## config.mk

```make
export PLATFORM = sky130hd
export DESIGN_NAME = pipelined_segmented_fan_flat
export DESIGN_NICKNAME = d
export VERILOG_FILES = /design/src/rtl/pipelined_segmented_fan_if.sv /design/src/rtl/pipelined_segmented_fan.sv /design/src/flat_wrapper.sv
export SDC_FILE = /design/constraint.sdc
export NUM_CORES = 1
export LEC_CHECK = 0
export CAP_MARGIN = 10
export CORE_MARGIN = 8
export CORE_UTILIZATION = 50
export DETAILED_ROUTE_END_ITERATION = 10
export GPL_TIMING_DRIVEN = 0
export PLACE_DENSITY_LB_ADDON = 0.12
export RECOVER_POWER = 100
export SYNTH_ARGS = -nofsm -noshare
export SYNTH_HDL_FRONTEND = slang
export SYNTH_SLANG_ARGS = --single-unit
```

## constraint.sdc

```tcl
create_clock -name clk -period 24.9 [get_ports clk]
set_clock_uncertainty 0.2 [all_clocks]
set_input_delay 4.98 -clock clk [delete_from_list [all_inputs] [get_ports clk]]
set_output_delay 4.98 -clock clk [all_outputs]
set_load 0.1 [all_outputs]
```

## src/rtl/pipelined_segmented_fan_if.sv

```systemverilog
// Handshake bundle for pipelined_segmented_fan.
// Input side: in_valid/in_ready with the leaf operands, vec_ids and lane_en.
// Output side: out_valid/out_ready with the N-1 node sums, node vec_ids and
// node valid flags (node index = (N - (N>>l)) + i for node i of level l+1).
// Modports: slave is the reduction block, master is whoever drives it.
interface pipelined_segmented_fan_if #(
  parameter int N = 16,
  parameter int W = 8,
  parameter int V = 3
);
  localparam int S = W + $clog2(N);

  logic                    in_valid;
  logic                    in_ready;
  logic [N-1:0][W-1:0]     operands;
  logic [N-1:0][V-1:0]     vec_ids;
  logic [N-1:0]            lane_en;
  logic                    out_valid;
  logic                    out_ready;
  logic [N-2:0][S-1:0]     id_sums;
  logic [N-2:0][V-1:0]     id_vecs;
  logic [N-2:0]            id_valids;

  modport master (
    output in_valid, operands, vec_ids, lane_en, out_ready,
    input  in_ready, out_valid, id_sums, id_vecs, id_valids
  );

  modport slave (
    input  in_valid, operands, vec_ids, lane_en, out_ready,
    output in_ready, out_valid, id_sums, id_vecs, id_valids
  );
endinterface

```

## src/rtl/pipelined_segmented_fan.sv

```systemverilog
// Pipelined, vector-ID-aware forwarding adder network.
// Reduces N operands pairwise in a log2(N)-level binary tree; every one of the
// N-1 tree nodes reports its sum, the vec_id of its lowest-index enabled leaf
// and a flag telling whether all enabled leaves under it share that vec_id.
// Ports:
//   clk  - rising-edge clock
//   rst  - synchronous active-high reset (flushes every in-flight beat)
//   bus  - slave side of pipelined_segmented_fan_if (valid/ready in and out)
// One pipeline stage per tree level; the whole pipe stalls together while the
// output holds a beat that downstream does not take.
module pipelined_segmented_fan #(
  parameter int N      = 16,
  parameter int W      = 8,
  parameter int V      = 3,
  parameter int SIGNED = 0
) (
  input  logic                   clk,
  input  logic                   rst,
  pipelined_segmented_fan_if.slave bus
);

  localparam int L = $clog2(N);
  localparam int S = W + L;

  typedef struct packed {
    logic [S-1:0] sum;
    logic [V-1:0] id;
    logic         present;  // at least one enabled leaf below
    logic         homog;    // enabled leaves below agree on id
  } node_t;

  // Sign- or zero-extend a leaf operand to the node sum width.
  function automatic logic [S-1:0] extend(input logic [W-1:0] op);
    logic fill;
    fill = (SIGNED != 32'sd0) ? op[W-1] : 1'b0;
    return {{L{fill}}, op};
  endfunction

  // Combine two sibling nodes; a is the lower-index child. A node with no
  // enabled leaf reports id 0 so id_vecs reads 0 for empty subtrees.
  function automatic node_t merge_nodes(input node_t a, input node_t b);
    node_t m;
    m.sum     = a.sum + b.sum;
    m.present = a.present | b.present;
    m.id      = a.present ? a.id : (b.present ? b.id : {V{1'b0}});
    m.homog   = (a.homog | ~a.present) & (b.homog | ~b.present)
              & ~(a.present & b.present & (a.id != b.id));
    return m;
  endfunction

  // lvl_in_s[k] holds the children feeding stage k (leaves for stage 0).
  // next_s[k] / data_r[k] use the global node numbering; stage k fills the
  // nodes of levels 1..k+1 and leaves the rest at zero.
  node_t [N-1:0] lvl_in_s [L];
  node_t [N-2:0] next_s   [L];
  node_t [N-2:0] data_r   [L];
  logic  [L-1:0] valid_r;
  logic          advance_s;

  assign advance_s    = ~valid_r[L-1] | bus.out_ready;
  assign bus.in_ready = advance_s;
  assign bus.out_valid = valid_r[L-1];

  // Leaf preparation, tree-level merge per stage and carry of lower levels.
  always_comb begin
    for (int k = 0; k < L; k++) begin
      lvl_in_s[k] = '0;
      next_s[k]   = '0;
    end
    for (int j = 0; j < N; j++) begin
      lvl_in_s[0][j].sum     = bus.lane_en[j] ? extend(bus.operands[j]) : {S{1'b0}};
      lvl_in_s[0][j].id      = bus.vec_ids[j];
      lvl_in_s[0][j].present = bus.lane_en[j];
      lvl_in_s[0][j].homog   = 1'b1;
    end
    for (int k = 1; k < L; k++) begin
      // Children of stage k are the level-k nodes held by stage k-1.
      for (int i = 0; i < (N >> k); i++) begin
        lvl_in_s[k][i] = data_r[k-1][(N - (N >> (k - 1))) + i];
      end
      // Lower levels ride along unchanged so the whole beat exits together.
      for (int j = 0; j < N - (N >> k); j++) begin
        next_s[k][j] = data_r[k-1][j];
      end
    end
    for (int k = 0; k < L; k++) begin
      for (int i = 0; i < (N >> (k + 1)); i++) begin
        next_s[k][(N - (N >> k)) + i] = merge_nodes(lvl_in_s[k][2*i], lvl_in_s[k][2*i+1]);
      end
    end
  end

  // Pipeline registers: advance together, bubbles carry zeroed data so the
  // outputs read 0 whenever out_valid is low.
  always_ff @(posedge clk) begin
    if (rst) begin
      valid_r <= '0;
      for (int k = 0; k < L; k++) begin
        data_r[k] <= '0;
      end
    end else if (advance_s) begin
      valid_r   <= {valid_r[L-2:0], bus.in_valid};
      data_r[0] <= bus.in_valid ? next_s[0] : '0;
      for (int k = 1; k < L; k++) begin
        data_r[k] <= valid_r[k-1] ? next_s[k] : '0;
      end
    end
  end

  // Unpack the last stage onto the output bus.
  always_comb begin
    bus.id_sums   = '0;
    bus.id_vecs   = '0;
    bus.id_valids = '0;
    for (int j = 0; j < N - 1; j++) begin
      bus.id_sums[j]   = data_r[L-1][j].sum;
      bus.id_vecs[j]   = data_r[L-1][j].id;
      bus.id_valids[j] = data_r[L-1][j].homog & data_r[L-1][j].present;
    end
  end

endmodule

```

## src/flat_wrapper.sv

```systemverilog
// flat-port wrapper written by rule: the top's interface ports become plain ports
module pipelined_segmented_fan_flat 
#(
  parameter int N      = 16,
  parameter int W      = 8,
  parameter int V      = 3,
  parameter int SIGNED = 0
)
  (clk, rst, bus_in_valid, bus_operands, bus_vec_ids, bus_lane_en, bus_out_ready, bus_in_ready, bus_out_valid, bus_id_sums, bus_id_vecs, bus_id_valids);
  pipelined_segmented_fan_if #(.N(N), .W(W), .V(V)) bus_i ();
  input  logic clk;
  input  logic rst;
  input wire logic [$bits(bus_i.in_valid)-1:0] bus_in_valid;
  input wire logic [$bits(bus_i.operands)-1:0] bus_operands;
  input wire logic [$bits(bus_i.vec_ids)-1:0] bus_vec_ids;
  input wire logic [$bits(bus_i.lane_en)-1:0] bus_lane_en;
  input wire logic [$bits(bus_i.out_ready)-1:0] bus_out_ready;
  output wire logic [$bits(bus_i.in_ready)-1:0] bus_in_ready;
  output wire logic [$bits(bus_i.out_valid)-1:0] bus_out_valid;
  output wire logic [$bits(bus_i.id_sums)-1:0] bus_id_sums;
  output wire logic [$bits(bus_i.id_vecs)-1:0] bus_id_vecs;
  output wire logic [$bits(bus_i.id_valids)-1:0] bus_id_valids;
  assign bus_i.in_valid = bus_in_valid;
  assign bus_i.operands = bus_operands;
  assign bus_i.vec_ids = bus_vec_ids;
  assign bus_i.lane_en = bus_lane_en;
  assign bus_i.out_ready = bus_out_ready;
  assign bus_in_ready = bus_i.in_ready;
  assign bus_out_valid = bus_i.out_valid;
  assign bus_id_sums = bus_i.id_sums;
  assign bus_id_vecs = bus_i.id_vecs;
  assign bus_id_valids = bus_i.id_valids;
  pipelined_segmented_fan #(.N(N), .W(W), .V(V), .SIGNED(SIGNED)) u_core (.clk(clk), .rst(rst), .bus(bus_i));
endmodule
```

======== Word-level counts from Yosys, hierarchy flattened ========
Memory sizes are Yosys's and may differ from the RTL's.
Cells that the tools add are included.
operators by class
  bitwise logic cells ..................... 123
  add/sub/neg operators ................... 15
  muxes and demuxes ....................... 59
  equal/unequal tests ..................... 15
operators with widths
  operator               count
  255-bit two-way mux    5
  238-bit two-way mux    1
  204-bit two-way mux    1
  12-bit adder           15
  136-bit two-way mux    1
  8-bit two-way mux      16
  3-bit two-way mux      30
  1-bit bitwise AND      59
  3-bit inequality test  15
  1-bit bitwise OR       34
  1-bit NOT              30
  1-bit two-way mux      5
storage, ports and cells
  flip-flop bits (word level) ............. 4
  output and inout port bits .............. 242
  bits of input ports ..................... 196
  memory bits (writable) .................. 1020
  logic and storage cells ................. 214
  memories ................................ 1
memory list
  name           words  bits a word  rd ports  clocked after memory_dff  write ports  RTL line                       source
  u_core.data_r  4      255          4         0                         4            pipelined_segmented_fan.sv:56  node_t [N-2:0] data_r [L];

======== Depth between registers and ports, before layout ========
Gate-level depths: netlist of the first run.
An unclocked memory read counts as a cell.
  depth in word-level cells ............... 7
  depth in mapped cells ................... 10
  depth with buffers taken out ............ 9

======== Worst setup path after synthesis of the first run ========
Ideal clock, no wire load.
  path type ............................... input-to-reg
  start point ............................. input bus_out_ready
  end point ............................... memory u_core.data_r[0][0] in the netlist's numbering, enable pin
  stages on the path ...................... 4
  arrival time ............................ 19.034 ns
  setup slack ............................. 4.616 ns
  setup time .............................. 1.050 ns
  buffers on the path ..................... 0
  path through ............................ nor2b_4 -> inv_4 -> nor2_1 -> inv_1
RTL lines
  item             RTL line                       source
  start, declared  flat_wrapper.sv:17             input wire logic [$bits(bus_i.out_ready)-1:0] bus_out_ready;
  end, declared    pipelined_segmented_fan.sv:56

==> flow_summary.toml, run 1 <==
[synth]
synth_most_common_cell = "edfxtp_1"
synthTopCellsByCount = "709 x edfxtp_1, 617 x and2_1, 226 x buf_4, 205 x nor2_1, 131 x ha_1"
yosys.area.top_type = "edfxtp_1"
synth_edf_count = 709
synthAdderAreaFrac_pct = 5.553
yosys.area_share.simple_pct = 17.61
synth_top_area_share_pct = 60.96
synth_warnings = 0
synth.distinct_cells = 62
synthMuxAreaShare_pct = 0.08598
syn_area_um2 = 34920
synth_top_family_by_area = "simple AND/OR/NAND/NOR gates"
synth_xor_area_share_pct = 2.257
synthArstFlopShare_pct = 0
synth_compound_area_share_pct = 6.144
yosysSeqAreaShare_pct = 61.19
synth-seq-cells = 713
synthTopCellsByArea = "edfxtp_1 61%, and2_1 11%, buf_4 4.9%"
syn_avg_cell_area_um2 = 12.64
syn_inst = 2762
synth-main-ff-cell = "edfxtp_1"

[layout]
nNetsFinal = 3622
final_core_util_pct = 61.23
area_growth_pct = 21.92
drive_above_1_share_pct = 10.25
fillCellCount = 5534
stdcell_area_um2 = 42580

[drt]
drt_iter0_drc = 1587
firstDrtPassIters = 5
vias_per_cell = 5.066
wl_per_cell_um = 19.60
ant_nets = 0
drc = 0
num_vias = 21670
drt-total-wl_um = 83820

[sta]
worst_slew_pin_slew_ns = 6.645
period_share_pct = 67.78
fin_crit_ns = 16.88
rsz0062_at_grt = "false"
setup_viol = 0
maxSlewViolCount = 612
finalHoldViolCount = 0
fmaxAchievable_mhz = 59.25
slew_headroom_pct = -343.0

[floorplanning]
chipWidth_um = 280.3
dieArea_um2 = 78560
num_rows = 97
core-area_um2 = 69540
io-pin-count = 438
die_y_um = 280.3
start_util_pct = 50.22

[global_routing]
grt_pass1_wl_um = 125300
gr-total-overflow = 0
grt_antenna_before_repair = 3
grt-busiest-layer = "met2"
gr-usage-met1_pct = 27.83
grt_max_degree = 132
grtUsageTotal_pct = 20.77
grt_pass1_vias = 21910
grt_use_met3_pct = 3.284
grt_use_met2_pct = 34.59

[status]
violations = "capacitance limit, slew limit"
status = "finished with violations"

[clock_tree]
cts.sinks = 713
post-cts-setup-buffers = 0
holdBufCountCts = 0
cts-buffers-inserted = 73
clk_latency_ns = 0.59
clk_pin_slew_ns = 0.06
cts_tree = "done"
clk_path_buf_depth = 3
ctsResizeCount = 0
cts-root-buf = "clkbuf_16"
htreeDepth = 3

[critical_path]
cp-start-kind = "input port"
endpoint_kind = "register"
cp.arrival_ns = 16.90
crit_type = "input port to register"
crit_required_ns = 24.93
critPathMaxFanout = 124

[place]
placedInstanceArea_um2 = 40450
dp_hpwl_um = 65150
port_buffers = 403
gp_congestion = 0.8812

[power]
irDropWorstVdd_v = 0.00004750
p_leak_nw = 18.42
p_per_area_nw_per_um2 = 62.89

[min_path]
min_path_type = "register to register"

[flow_run]
cap_violations = 6
[sequential cells by signal, summed over array words and instances (netlist names)]
signal,flops
u_core.data_r,709
u_core.valid_r,4
[power breakdown]
| part | switching (W) | leakage (nW) | internal (W) |
|---|---|---|---|
| clock network | 0.000444 | 1.17 | 0.000667 |
| logic | 0.000133 | 8.54 | 0.0000854 |
| registers | 0.0000160 | 8.70 | 0.00133 |
| total | 0.000594 | 18.4 | 0.00208 |
[metal layers]
metal / share of wire [%] / vias up
li1: - / 10540
met1: 44 / 10400
met2: 48 / 595
met3: 5.3 / 127
met4: 2.7 / 0
met5: 0 / -
[worst max-delay path, stage by stage]
cell and delay, ns:
dlygate4sd3_1 0.54, nor2b_1 0.12, clkinvlp_2 0.21, nor2_1 0.13, clkinvlp_2 1.50, clkbuf_1 4.50
clkbuf_1 4.42, buf_16 0.32
[cell families (layout without fill, tap and decap cells)]
kind of cell               after synthesis  after routing
DFF                                    713            713
muxes                                    3              3
other                                    1             36
xor gates and xnor gates                90             90
buffers and inverters                  397            937
AOI/OAI and AO/OA                      322            322
adders and majority gates              146            146
and+or+nand+nor                       1090           1090
[cell usage in the layout (no fill, tap or decap), types with 16 or more instances in the layout]
cell / count
a211oi_1: 36
a21o_1: 16
a21oi_1: 49
a22oi_1: 40
and2_0: 319
and2_1: 298
buf_4: 225
clkbuf_1: 110
clkbuf_16: 77
clkdlybuf4s50_1: 191
conb_1: 34
dlygate4sd3_1: 212
edfxtp_1: 709
ha_1: 131
inv_1: 72
nand2_1: 63
nand3_1: 23
nor2_1: 205
nor2b_1: 47
nor3_1: 47
o21a_1: 19
o21ai_0: 68
xnor2_1: 33
xor2_1: 57
[area by class of cell]
cell class	instances	area, um2	share of cell area (%)
clock buffers	86	1961	4.605
multi-input cells	1685	11160	26.21
repair buffers	410	4084	9.592
clock inverters	44	484.2	1.137
well taps	940	1176	2.762
diodes	2	5.005	0.01175
plain buffers	323	2057	4.831
flip-flops and latches	713	21370	50.19
inverters	74	280.3	0.6582
[metrics by stage]
stage | power [W] | instances | hold slack, ns | TNS, ns | setup WS, ns
6_report | 0.002678 | 4277 | 0.2665 | 0 | 8.023
3_5_place_dp | 0.001593 | 4145 | 0.2528 | 0 | 12.83
3_3_place_gp | 0.001596 | 4138 | 0.2445 | -144.07 | -0.2567
4_1_cts | 0.002703 | 4275 | 0.2615 | 0 | 12.82
5_1_grt | 0.002763 | 4275 | 0.2820 | 0 | 6.758
2_1_floorplan | 0.001512 | 2795 | 0.2312 | 0 | 4.616
[final timing paths]
check | to | slack [ns] | cells after the start | from
max | u_core.data_r[3][232]$_SDFFCE_PN0P_ | 8.02 | 8 | bus_out_ready
min | u_core.valid_r[1]$_SDFFE_PP0P_ | 0.27 | 2 | u_core.valid_r[1]$_SDFFE_PP0P_
max reg2reg | u_core.data_r[3][232]$_SDFFCE_PN0P_ | 12.50 | 7 | u_core.valid_r[3]$_SDFFE_PP0P_
min reg2reg | u_core.valid_r[1]$_SDFFE_PP0P_ | 0.27 | 2 | u_core.valid_r[1]$_SDFFE_PP0P_
No activity file was read; power rests on OpenSTA's default activity.
==> run 2: changes to the inputs <==
==> constraint.sdc (replaced) <==
create_clock -name clk -period 14.2 [get_ports clk]
set_clock_uncertainty 0.2 [all_clocks]
set_input_delay 2.84 -clock clk [delete_from_list [all_inputs] [get_ports clk]]
set_output_delay 2.84 -clock clk [all_outputs]
set_load 0.1 [all_outputs]
==> run 2 against run 1 <==
Compared with the run above:
- the run still ends with capacitance limit, slew limit left
- setup slack lost 3.7 ns
- clock-buffer cell count rose by 11
- combinational power is 76% higher
- final area about the same
- hold slack gained 0.015 ns
- sequential power increased by 75%
- power increased by 72%
- first-iteration DRC count decreased by 2.5%
- critical path depth grew 1
- global-route usage up 0.24 points
- register-to-register slack lost 5.8 ns
- critical path type unchanged
==> flow_summary.toml, run 2 (synthesized netlist as in run 1, its figures left out) <==
[drt]
vias_per_cell = 5.049
drc = 0
wl_per_cell_um = 19.65
firstDrtPassIters = 5
num_vias = 21620
ant_nets = 0
drt_iter0_drc = 1548
drt-total-wl_um = 84150

[clock_tree]
clk_path_buf_depth = 3
clk_latency_ns = 0.59
cts-buffers-inserted = 74
cts_tree = "done"
post-cts-setup-buffers = 0
cts-root-buf = "clkbuf_16"
ctsResizeCount = 0
holdBufCountCts = 0
clk_pin_slew_ns = 0.06
htreeDepth = 3
cts.sinks = 713

[sta]
maxSlewViolCount = 485
slew_headroom_pct = -61.62
rsz0062_at_grt = "false"
finalHoldViolCount = 0
worst_slew_pin_slew_ns = 2.424
fmaxAchievable_mhz = 101.4
period_share_pct = 69.45
fin_crit_ns = 9.861
layout_setup_ws_ns = 4.339
setup_viol = 0

[layout]
fin_cells = 4283
multi_input_area_um2 = 11160
largest-register = "u_core.data_r"
drive_above_1_share_pct = 10.14
fillCellCount = 5517
diodes = 0
stdcell_area_um2 = 42550
mostFrequentLayoutCells = "709 x edfxtp_1, 310 x and2_0, 307 x and2_1, 225 x buf_4, 212 x dlygate4sd3_1"
reg_top3 = "u_core.data_r: 709 flops, u_core.valid_r: 4 flops"
register_area_um2 = 21370
largest_reg_flops = 709
nNetsFinal = 3634
layout_commonest_cell = "edfxtp_1"
final_core_util_pct = 61.19
area_growth_pct = 21.85

[power]
irDropWorstVdd_v = 0.00007225
finalPower_w = 0.004616
p_leak_nw = 18.43
p_per_area_nw_per_um2 = 108.5

[floorplanning]
die_y_um = 280.3
io-pin-count = 438
dieArea_um2 = 78560
num_rows = 97
start_util_pct = 50.22
core-area_um2 = 69540
chipWidth_um = 280.3

[critical_path]
cp-start-kind = "input port"
r2r.worst_path.cells = 8
crit_required_ns = 14.27
r2r_slack_ns = 6.70
rr_startpoint = "u_core.valid_r[3]$_SDFFE_PP0P_"
rr_endpoint = "u_core.data_r[3][217]$_SDFFCE_PN0P_"
cp.arrival_ns = 9.93
endpoint_kind = "register"
critPathMaxFanout = 47
crit_type = "input port to register"

[global_routing]
grt_use_met2_pct = 35.84
grt_pass1_wl_um = 126800
gr-usage-met1_pct = 27.62
grtUsageTotal_pct = 21.01
grt_pass1_vias = 22210
grt_antenna_before_repair = 1
gr-total-overflow = 0
grt-busiest-layer = "met2"
grt_use_met3_pct = 3.267
grt_max_degree = 50

[min_path]
min_path_type = "register to register"
hold_depth = 2
holdCritStartpoint = "u_core.valid_r[0]$_SDFFE_PP0P_"
min_to = "u_core.valid_r[0]$_SDFFE_PP0P_"

[place]
dp_hpwl_um = 66170
port_buffers = 403
gp_congestion = 0.8987
dpl.cell_count = 4156
dp_slack_ns = 6.451
placedInstanceArea_um2 = 40630

[flow_run]
cap_violations = 12

[status]
violations = "capacitance limit, slew limit"
status = "finished with violations"
==> run 2: through the flow <==
stage               hold slack [ns]  TNS [ns]
detailed placement           0.2558         0
floorplan                    0.2312   -223.84
CTS                          0.2795         0
finish                       0.2811         0
global route                 0.3051         0
global placement             0.2421  -3113.89
==> run 2: worst max-delay path by stage <==
stage,start,to,slack (ns),cells past startpoint
floorplan,bus_out_ready,u_core.data_r[0][0]$_SDFFCE_PN0P_,-0.32,4
global placement,bus_out_ready,u_core.data_r[3][233]$_SDFFCE_PN0P_,-4.46,5
detailed placement,bus_out_ready,bus_in_ready,6.45,4
CTS,bus_out_ready,bus_in_ready,6.45,4
global route,bus_out_ready,u_core.data_r[2][206]$_SDFFCE_PN0P_,3.64,9
finish,bus_out_ready,u_core.data_r[3][217]$_SDFFCE_PN0P_,4.34,9
==> run 2: area by class of cell <==
type	instances	area share, %
Sequential cell	713	50.22
Multi-Input combinational cell	1685	26.23
Timing Repair Buffer	421	9.829
Buffer	323	4.834
Clock buffer	97	4.804
Tap cell	940	2.764
Clock inverter	30	0.6645
Inverter	74	0.6586
==> run 2: critical path: stages <==
cell and delay, ns:
dlygate4sd3_1 0.53, nor2b_1 0.09, clkinvlp_2 0.17, nor2_1 0.11
clkinvlp_2 0.58, clkbuf_1 1.69, clkbuf_1 1.73, clkbuf_1 1.77
buf_12 0.33
==> run 2: where the power goes <==
group	internal (W)	switching [W]	leakage, nW	total (W)
clock network	0.00110	0.000766	1.13	0.00187
registers	0.00233	0.0000276	8.70	0.00236
logic	0.000150	0.000235	8.60	0.000386
==> run 2: per-layer routing <==
metal / routed length (um) / up-vias
met5: 0 / -
met4: 2111 / 0
met3: 4634 / 127
met2: 40910 / 585
met1: 36490 / 10360
li1: - / 10560
==> run 3: changes to the inputs <==
==> constraint.sdc (replaced) <==
create_clock -name clk -period 8.95 [get_ports clk]
set_clock_uncertainty 0.2 [all_clocks]
set_input_delay 1.79 -clock clk [delete_from_list [all_inputs] [get_ports clk]]
set_output_delay 1.79 -clock clk [all_outputs]
set_load 0.1 [all_outputs]
==> run 3 against run 2 <==
Compared with the run above:
- the run still ends with capacitance limit, slew limit left
- wire length shrank 0.14%
- non-clock buffer count stayed put
- hold slack got worse by 0.00065 ns
- via count down 0.23%
- critical path depth shrank 2
- global-route usage did not move
- largest power group unchanged
- sequential share of layout area is 0.13 points lower
- first-iteration DRC count shrank 4.3%
- combinational power rose by 59%
- clock-buffer cell count unchanged
==> flow_summary.toml, run 3 (synthesized netlist as in run 1, its figures left out) <==
[clock_tree]
post-cts-setup-buffers = 0
clk_pin_slew_ns = 0.06
clk_path_buf_depth = 3
cts.sinks = 713
cts_tree = "done"
cts-root-buf = "clkbuf_16"
ctsResizeCount = 0
htreeDepth = 3
clk_latency_ns = 0.59
cts-buffers-inserted = 74
holdBufCountCts = 0

[min_path]
min_path_type = "register to register"
hold_depth = 2

[drt]
ant_nets = 0
firstDrtPassIters = 7
num_vias = 21570
vias_per_cell = 5.037
drc = 0
drt-total-wl_um = 84030
drt_iter0_drc = 1481
wl_per_cell_um = 19.62

[global_routing]
grtUsageTotal_pct = 21.01
gr-total-overflow = 0
grt_pass1_wl_um = 126800
grt_max_degree = 50
grt_antenna_before_repair = 1
grt_pass1_vias = 22210

[layout]
area_growth_pct = 22.18
mostFrequentLayoutCells = "709 x edfxtp_1, 310 x and2_0, 307 x and2_1, 225 x buf_4, 212 x dlygate4sd3_1"
nNetsFinal = 3634
layout_commonest_cell = "edfxtp_1"
largest_reg_flops = 709
diodes = 0
drive_above_1_share_pct = 10.35
stdcell_area_um2 = 42670
largest-register = "u_core.data_r"
reg_top3 = "u_core.data_r: 709 flops, u_core.valid_r: 4 flops"

[sta]
rsz0062_at_grt = "false"
finalHoldViolCount = 0
period_share_pct = 75.12
setup_viol = 0
maxSlewViolCount = 185
worst_slew_pin_slew_ns = 2.416
fmaxAchievable_mhz = 148.7
layout_setup_ws_ns = 2.227
slew_headroom_pct = -61.10
fin_crit_ns = 6.723

[floorplanning]
start_util_pct = 50.22
dieArea_um2 = 78560
die_y_um = 280.3
io-pin-count = 438
num_rows = 97
core-area_um2 = 69540
chipWidth_um = 280.3

[critical_path]
cp-start-kind = "input port"
crit_required_ns = 8.92
crit_type = "input port to register"
endpoint_kind = "register"
cp.arrival_ns = 6.70
critPathMaxFanout = 43
r2r.worst_path.cells = 6

[power]
p_leak_nw = 18.50
p_per_area_nw_per_um2 = 171.7
irDropWorstVdd_v = 0.0001149

[place]
dp_hpwl_um = 66170
dp_slack_ns = 3.301
gp_congestion = 0.8987
placedInstanceArea_um2 = 40630
port_buffers = 403

[status]
status = "finished with violations"
violations = "capacitance limit, slew limit"

[flow_run]
cap_violations = 5
run 3: cell count changes in the layout (fill, tap and decap cells not counted), sizes merged:
cell / previous run / this run
buf: 233 / 240
clkbuf: 205 / 198
run 3: critical path, cell delays in order:
cell and delay [ns]:
dlygate4sd3_1 0.53, nor2b_1 0.09, clkinvlp_2 0.17, nor2_1 0.11, clkinvlp_2 0.58, clkbuf_1 1.78, clkbuf_1 1.58
run 3: through the flow:
stage                      TNS, ns  utilization [%]  hold WS [ns]  cells  power [W]
final                            0            61.36        0.2805   4283   0.007325
after detailed placement         0            58.42        0.2558   4156   0.004435
after CTS                        0            61.77        0.2795   4283   0.007399
after global routing             0            61.36        0.3051   4283   0.007560
after global placement    -6091.69            57.91        0.2421   4138   0.004435
after floorplan           -3201.64                -        0.2312   2795   0.004202
run 3: layout make-up:
cell class                      count  area, um2
Multi-Input combinational cell   1685      11160
Clock buffer                       97       2044
Clock inverter                     30      282.8
Inverter                           74      280.3
Timing Repair Buffer              421       4297
Fill cell                        5502      26870
Sequential cell                   713      21370
Buffer                            323       2057
Tap cell                          940       1176
run 3: layer usage:
layer  GRT usage [%]  vias up  part of all wire (%)
met1           27.62    10320                    44
met5               0        -                     0
met2           35.84      569                    49
li1                -    10550                     -
met4           6.238        0                   2.5
met3           3.267      128                   5.2
run 3: report_power, final:
group          internal, W  switching (W)  total [W]
sequential         0.00370      0.0000438    0.00375
combinational     0.000239       0.000374   0.000613
clock              0.00175        0.00122    0.00297
run 3: path summary, 6_finish.rpt:
path                                   from  slack [ns]                            endpoint
min reg2reg  u_core.valid_r[0]$_SDFFE_PP0P_        0.28      u_core.valid_r[0]$_SDFFE_PP0P_
max reg2reg  u_core.valid_r[3]$_SDFFE_PP0P_        3.54  u_core.data_r[3][44]$_SDFFCE_PN0P_
min          u_core.valid_r[0]$_SDFFE_PP0P_        0.28      u_core.valid_r[0]$_SDFFE_PP0P_
max                           bus_out_ready        2.23  u_core.data_r[3][44]$_SDFFCE_PN0P_
